File: config.mk
export PLATFORM = sky130hd
export DESIGN_NAME = snoop_loader_flat
export DESIGN_NICKNAME = d
export VERILOG_FILES = /design/src/rtl/snoop_loader_if.sv /design/src/rtl/snoop_loader.sv /design/src/flat_wrapper.sv
export SDC_FILE = /design/constraint.sdc
export NUM_CORES = 1
export LEC_CHECK = 0
export CAP_MARGIN = 20
export CORE_ASPECT_RATIO = 0.7
export CORE_UTILIZATION = 49
export CTS_CLUSTER_DIAMETER = 40
export DETAILED_ROUTE_END_ITERATION = 10
export PLACE_DENSITY = 0.86
export SYNTH_ARGS = -nofsm -noshare
export SYNTH_HDL_FRONTEND = slang
export SYNTH_SLANG_ARGS = --single-unit
File: constraint.sdc
create_clock -name clk -period 2.9 [get_ports clk]
set_clock_uncertainty 0.05 [all_clocks]
set_input_delay 0.58 -clock clk [delete_from_list [all_inputs] [get_ports clk]]
set_output_delay 0.58 -clock clk [all_outputs]
set_load 0.01 [all_outputs]
File: src/rtl/snoop_loader_if.sv
// Byte-stream input and discus snoop-port bundle used by the program loader.
interface snoop_loader_if #(
    parameter int unsigned AW = 8,
    parameter int unsigned DW = 8
);
    // Host/UART byte stream (valid/ready)
    logic          in_valid;
    logic [DW-1:0] in_data;
    logic          in_ready;

    // Snoop port towards the discus core
    logic [AW-1:0] snoopa;
    logic [DW-1:0] snoopd;
    logic          snoopm;
    logic          snoopw;
    logic [DW-1:0] snoopq;
    logic          snoopp;
    logic          core_reset;

    // Loader side: consumes the stream and drives the snoop port
    modport master (
        input  in_valid,
        input  in_data,
        input  snoopq,
        output in_ready,
        output snoopa,
        output snoopd,
        output snoopm,
        output snoopw,
        output snoopp,
        output core_reset
    );

    // Environment side: byte source plus core/memory
    modport slave (
        output in_valid,
        output in_data,
        output snoopq,
        input  in_ready,
        input  snoopa,
        input  snoopd,
        input  snoopm,
        input  snoopw,
        input  snoopp,
        input  core_reset
    );
endinterface

File: src/rtl/snoop_loader.sv
// Program loader: writes a contiguous image from a byte stream into the discus core
// through its snoop port, optionally verifying each word, then releases the core.
module snoop_loader #(
    parameter int unsigned AW        = 8,
    parameter int unsigned DW        = 8,
    parameter int unsigned LW        = 9,
    parameter int unsigned VERIFY    = 1,
    parameter int unsigned READ_LAT  = 1,
    parameter int unsigned SKIP_ZERO = 1
) (
    input  logic          clk,
    input  logic          reset,
    input  logic          start,
    input  logic [AW-1:0] base,
    input  logic [LW-1:0] len,
    snoop_loader_if.master bus,
    output logic          busy,
    output logic          done,
    output logic          error,
    output logic [AW-1:0] err_addr
);

    localparam int unsigned LAT_W = (READ_LAT > 1) ? $clog2(READ_LAT) : 1;

    typedef enum logic [2:0] {
        S_IDLE    = 3'd0,
        S_FETCH   = 3'd1,
        S_WRITE   = 3'd2,
        S_RDWAIT  = 3'd3,
        S_CHECK   = 3'd4,
        S_RELEASE = 3'd5,
        S_DONE    = 3'd6,
        S_ERROR   = 3'd7
    } state_t;

    state_t          state;
    state_t          state_next;

    // Datapath registers
    logic [AW-1:0]    addr;
    logic [LW-1:0]    cnt;
    logic [DW-1:0]    data;
    logic [LAT_W-1:0] lat_cnt;

    // Registered outputs
    logic             in_ready_r;
    logic [AW-1:0]    snoopa_r;
    logic [DW-1:0]    snoopd_r;
    logic             snoopm_r;
    logic             snoopw_r;
    logic             snoopp_r;
    logic             core_reset_r;

    // Next values produced by the output process
    logic [AW-1:0]    addr_d;
    logic [LW-1:0]    cnt_d;
    logic [DW-1:0]    data_d;
    logic [LAT_W-1:0] lat_d;
    logic             in_ready_d;
    logic [AW-1:0]    snoopa_d;
    logic [DW-1:0]    snoopd_d;
    logic             snoopm_d;
    logic             snoopw_d;
    logic             hold_core_d;
    logic             busy_d;
    logic             done_d;
    logic             error_d;
    logic [AW-1:0]    err_addr_d;
    logic             advance;

    // Shared decode terms
    logic             xfer;
    logic             last;
    logic             is_zero;
    logic             skip;
    logic             match;
    logic             idle_like;

    assign xfer      = bus.in_valid & in_ready_r;
    assign last      = (cnt == LW'(1));
    assign is_zero   = (bus.in_data == '0);
    assign skip      = (SKIP_ZERO != 0) && is_zero;
    assign match     = (bus.snoopq == data);
    assign idle_like = (state == S_IDLE) || (state == S_DONE) || (state == S_ERROR);

    assign bus.in_ready   = in_ready_r;
    assign bus.snoopa     = snoopa_r;
    assign bus.snoopd     = snoopd_r;
    assign bus.snoopm     = snoopm_r;
    assign bus.snoopw     = snoopw_r;
    assign bus.snoopp     = snoopp_r;
    assign bus.core_reset = core_reset_r;

    // State register
    always_ff @(posedge clk or negedge reset) begin
        if (!reset) begin
            state <= S_IDLE;
        end else begin
            state <= state_next;
        end
    end

    // Next-state decode
    always_comb begin
        state_next = state;
        case (state)
            S_IDLE, S_DONE, S_ERROR: begin
                if (start) begin
                    state_next = (len == '0) ? S_RELEASE : S_FETCH;
                end
            end
            S_FETCH: begin
                if (xfer) begin
                    if (skip) begin
                        state_next = last ? S_RELEASE : S_FETCH;
                    end else begin
                        state_next = S_WRITE;
                    end
                end
            end
            S_WRITE: begin
                if (VERIFY != 0) begin
                    state_next = S_RDWAIT;
                end else begin
                    state_next = last ? S_RELEASE : S_FETCH;
                end
            end
            S_RDWAIT: begin
                if (lat_cnt == '0) begin
                    state_next = S_CHECK;
                end
            end
            S_CHECK: begin
                if (match) begin
                    state_next = last ? S_RELEASE : S_FETCH;
                end else begin
                    state_next = S_ERROR;
                end
            end
            S_RELEASE: state_next = S_DONE;
            default:   state_next = S_IDLE;
        endcase
    end

    // Datapath and output next values, aligned with the state being entered
    always_comb begin
        advance    = 1'b0;
        addr_d     = addr;
        cnt_d      = cnt;
        data_d     = data;
        lat_d      = lat_cnt;
        err_addr_d = err_addr;

        case (state)
            S_IDLE, S_DONE, S_ERROR: begin
                if (start) begin
                    addr_d = base;
                    cnt_d  = len;
                end
            end
            S_FETCH: begin
                if (xfer) begin
                    data_d  = bus.in_data;
                    advance = skip;
                end
            end
            S_WRITE: begin
                lat_d   = LAT_W'(READ_LAT - 1);
                advance = (VERIFY == 0);
            end
            S_RDWAIT: begin
                if (lat_cnt != '0) begin
                    lat_d = lat_cnt - LAT_W'(1);
                end
            end
            S_CHECK: begin
                if (match) begin
                    advance = 1'b1;
                end else begin
                    err_addr_d = addr;
                end
            end
            default: ;
        endcase

        // Address wraps naturally at 2**AW
        if (advance) begin
            addr_d = addr + AW'(1);
            cnt_d  = cnt - LW'(1);
        end

        in_ready_d = (state_next == S_FETCH);
        snoopa_d   = snoopa_r;
        snoopd_d   = snoopd_r;
        snoopm_d   = 1'b0;
        snoopw_d   = 1'b0;
        if (state_next == S_WRITE) begin
            snoopa_d = addr_d;
            snoopd_d = data_d;
            snoopw_d = 1'b1;
        end else if (state_next == S_RDWAIT) begin
            snoopa_d = addr_d;
            snoopm_d = 1'b1;
        end

        // Core is released only on the way to, and while in, DONE
        hold_core_d = !((state_next == S_RELEASE) || (state_next == S_DONE));
        busy_d      = !((state_next == S_IDLE) || (state_next == S_DONE) ||
                        (state_next == S_ERROR));
        done_d      = (state_next == S_DONE);
        error_d     = (state_next == S_ERROR);

        // A start that is not accepted must not disturb anything
        if (!idle_like && start) begin
            addr_d = addr_d;
        end
    end

    // Datapath and output registers
    always_ff @(posedge clk or negedge reset) begin
        if (!reset) begin
            addr         <= '0;
            cnt          <= '0;
            data         <= '0;
            lat_cnt      <= '0;
            in_ready_r   <= 1'b0;
            snoopa_r     <= '0;
            snoopd_r     <= '0;
            snoopm_r     <= 1'b0;
            snoopw_r     <= 1'b0;
            snoopp_r     <= 1'b1;
            core_reset_r <= 1'b1;
            busy         <= 1'b0;
            done         <= 1'b0;
            error        <= 1'b0;
            err_addr     <= '0;
        end else begin
            addr         <= addr_d;
            cnt          <= cnt_d;
            data         <= data_d;
            lat_cnt      <= lat_d;
            in_ready_r   <= in_ready_d;
            snoopa_r     <= snoopa_d;
            snoopd_r     <= snoopd_d;
            snoopm_r     <= snoopm_d;
            snoopw_r     <= snoopw_d;
            snoopp_r     <= hold_core_d;
            core_reset_r <= hold_core_d;
            busy         <= busy_d;
            done         <= done_d;
            error        <= error_d;
            err_addr     <= err_addr_d;
        end
    end

endmodule

File: src/flat_wrapper.sv
// flat-port wrapper written by rule: the top's interface ports become plain ports
module snoop_loader_flat 
#(
    parameter int unsigned AW        = 8,
    parameter int unsigned DW        = 8,
    parameter int unsigned LW        = 9,
    parameter int unsigned VERIFY    = 1,
    parameter int unsigned READ_LAT  = 1,
    parameter int unsigned SKIP_ZERO = 1
)
  (clk, reset, start, base, len, busy, done, error, err_addr, bus_in_valid, bus_in_data, bus_snoopq, bus_in_ready, bus_snoopa, bus_snoopd, bus_snoopm, bus_snoopw, bus_snoopp, bus_core_reset);
  snoop_loader_if #(.AW(AW), .DW(DW)) bus_i ();
  input  logic clk;
  input  logic reset;
  input  logic start;
  input  logic [AW-1:0] base;
  input  logic [LW-1:0] len;
  output logic busy;
  output logic done;
  output logic error;
  output logic [AW-1:0] err_addr;
  input wire logic [$bits(bus_i.in_valid)-1:0] bus_in_valid;
  input wire logic [$bits(bus_i.in_data)-1:0] bus_in_data;
  input wire logic [$bits(bus_i.snoopq)-1:0] bus_snoopq;
  output wire logic [$bits(bus_i.in_ready)-1:0] bus_in_ready;
  output wire logic [$bits(bus_i.snoopa)-1:0] bus_snoopa;
  output wire logic [$bits(bus_i.snoopd)-1:0] bus_snoopd;
  output wire logic [$bits(bus_i.snoopm)-1:0] bus_snoopm;
  output wire logic [$bits(bus_i.snoopw)-1:0] bus_snoopw;
  output wire logic [$bits(bus_i.snoopp)-1:0] bus_snoopp;
  output wire logic [$bits(bus_i.core_reset)-1:0] bus_core_reset;
  assign bus_i.in_valid = bus_in_valid;
  assign bus_i.in_data = bus_in_data;
  assign bus_i.snoopq = bus_snoopq;
  assign bus_in_ready = bus_i.in_ready;
  assign bus_snoopa = bus_i.snoopa;
  assign bus_snoopd = bus_i.snoopd;
  assign bus_snoopm = bus_i.snoopm;
  assign bus_snoopw = bus_i.snoopw;
  assign bus_snoopp = bus_i.snoopp;
  assign bus_core_reset = bus_i.core_reset;
  snoop_loader #(.AW(AW), .DW(DW), .LW(LW), .VERIFY(VERIFY), .READ_LAT(READ_LAT), .SKIP_ZERO(SKIP_ZERO)) u_core (.clk(clk), .reset(reset), .start(start), .base(base), .len(len), .bus(bus_i), .busy(busy), .done(done), .error(error), .err_addr(err_addr));
endmodule
==> qor.yml <==
status: "finished clean"
root_buffer: "clkbuf_8"
synth_top_area_share: 0.491
clkTransAtPathRegs_ns: 0.07
port-buffer-count: 68
wl_met3_um: 599
insertion_delay_ns: 0.35
final-setup-viol-count: 0
setup-tns-final_ns: 0
die_h_um: 67.0
die-area_mm2: 0.00635
n_antenna_cell: 0
finalCritPeriodShare: 0.877
async_reset_ff_frac: 1.00
core-area_mm2: 0.00576
hp-class: "in -> async"
crit_path_start_kind: "primary input"
synthFlopType: "dfrtp_1"
cts_buffer_depth: 2
grt_pass1_vias: 2308
crit_type: "in -> reg"
fmax_mhz: 393
netlist_area_mm2: 0.00295
p_leak_uw: 0.00171
drive_gt1_frac: 0.209
met2WireLength_um: 3080
antenna_found_initial: 0
yosys.area_share.xor_xnor: 0.0356
critPathArrivalTime_ns: 2.71
drtIter0Drc: 158
gp_congestion: 0.846
cts_resized: 0
ioPinCount: 69
wire_per_inst_um: 17.2
rows: 23
routed_wirelength_um: 7060
ctsHoldBuffers: 0
antenna_left: 0
cts_sinks: 59
synth_fa_ha_area_frac: 0.0127
ys_types: 59
avgSynthCellArea_um2: 11.7
final_hold_viol_count: 0
period_minus_slack_ns: 2.54
cts_setup_buffers: 0
drv_slew: 0
endpoint_kind: "flip-flop"
max-vdd-ir-drop_v: 0.000569
worstSetupStartpoint: "bus_in_data[1]"
dp_hpwl_um: 4950
slew_headroom: 0.510
maxCapViolCount: 0
synth_top_family_by_area: "compound AO/OA/AOI/OAI gates"
drt-met1-wl_um: 3280
synth_edf_count: 0
tightest_slew_ns: 0.735
track_usage: 0.241
cts_buffers: 9
initial_core_util: 0.513
nets: 370
dieWidth_um: 94.8
grt_max_degree: 60
grt.overflow.total: 0
grt_pass1_wl_um: 11200
r2r_start: "u_core.state[2]"
total_power_uw: 4390
nFillCells: 432
seq_area_frac_synth: 0.500
muxShareOfSynthArea: 0.103
top_layer_used: "met4"
yosys_warnings: 0
synth-compound-area-share: 0.157
layout_commonest_cell: "clkdlybuf4s50_1"
syn_inst: 252
final_cell_mix: "clkdlybuf4s50_1, dfrtp_1, nand2_1"
syn_nets: 292
num_vias: 2320
drc: 0
dr.pass1.iters: 4
tritoncts: "done"
synth-simple-area-share: 0.156
via_per_inst: 5.66
syn2layout_area_growth_pct: 34.0
cp_data_required_time_ns: 3.07
critical_path.max_fanout: 13
h-tree-depth: 3
ys_ff_latch: 59
power.density_mw_per_mm2: 1110
yosysTopAreaCell: "dfrtp_1"
netlist_top_cells_area: "dfrtp_1, mux2_2, mux2_4"
rsz0062_at_grt: "no"
state kept, by name, indices dropped and copies added (netlist names):
| register | cells |
|---|---|
| u_core.cnt | 9 |
| u_core.busy | 1 |
| u_core.bus.snoopa | 8 |
| u_core.bus.snoopd | 8 |
| u_core.state | 3 |
| u_core.bus.snoopp | 1 |
| u_core.data | 8 |
| u_core.error | 1 |
| u_core.bus.in_ready | 1 |
| u_core.bus.snoopw | 1 |
| u_core.done | 1 |
| u_core.bus.snoopm | 1 |
| u_core.addr | 8 |
| u_core.err_addr | 8 |
worst paths after layout:
kind	to	slack, ns	cells after the start
setup / recovery	u_core.addr[7]	0.36	8
hold / removal	u_core.data[7]	0.31	2
setup reg to reg	u_core.bus.snoopa[0]	0.63	7
hold reg to reg	u_core.err_addr[4]	0.43	2
max in group asynchronous	u_core.state[2]	1.98	2
min in group clk	u_core.err_addr[4]	0.43	2
power by group:
group	internal, uW	switching, uW
combinational	1100	920
clock	526	322
sequential	1200	319
total	2830	1560
per-stage QoR:
step | worst slack, ns | std cells | hold WS [ns] | util | instance area [um2]
3_5_place_dp | 0.0331 | 394 | 0.425 | 0.648 | 3730
3_3_place_gp | 0.116 | 394 | 0.421 | 0.648 | 3730
2_1_floorplan | 0.730 | 252 | 0.234 | - | 2950
5_1_grt | 0.251 | 410 | 0.380 | 0.688 | 3960
6_report | 0.357 | 410 | 0.312 | 0.688 | 3960
4_1_cts | 0.390 | 410 | 0.345 | 0.688 | 3960
worst max-delay path, stage by stage:
cell and delay, ns:
clkdlybuf4s50_1 0.46, nor4_2 0.45, and4b_4 0.36, a31oi_1 0.05, buf_4 0.20, or3_1 0.38, nand3_1 0.13, o211ai_1 0.10
cells by family after synthesis:
family,Yosys count
AO/OA/AOI/OAI,54
XOR/XNOR,12
adder cells (fa/ha/maj),3
buffers and inverters,19
flip-flops,59
multiplexers,25
AND/OR/NAND/NOR,80
synth_stat cells, types with 2 or more instances:
cell and instances:
mux2_2 16, or3_1 2, mux2i_1 2, xor2_1 10
nand2b_1 2, o211ai_1 3, nand2_1 27, nor2_1 13
or4_4 2, ha_1 3, o21ai_0 7, nand4_1 3
a31oi_1 6, a22o_1 8, nor3_1 5, buf_6 3
xnor2_1 2, o221ai_1 2, buf_2 4, a31o_2 2
o22ai_1 3, nor4_1 5, dfrtp_1 58, nand3_1 5
o221a_2 2, nor4_2 2, mux2_4 7, o21a_1 2
a221o_1 2, and3_1 2, a21oi_1 5, inv_1 10
layer usage:
metal / GRT usage / vias to the layer above
met5: 0 / -
li1: - / 1088
met1: 0.328 / 1120
met3: 0.0822 / 15
met4: 0.0909 / 0
met2: 0.355 / 97
area by class of cell:
cell class / instances / area (um2) / area share
flip-flops and latches: 59 / 1480 / 0.373
inverters: 10 / 37.5 / 0.00948
multi-input cells: 174 / 1370 / 0.347
clock inverters: 5 / 75.1 / 0.0190
repair buffers: 76 / 748 / 0.189
clock buffers: 11 / 151 / 0.0383
well taps: 75 / 93.8 / 0.0237
(Power assumes the default switching activity.)
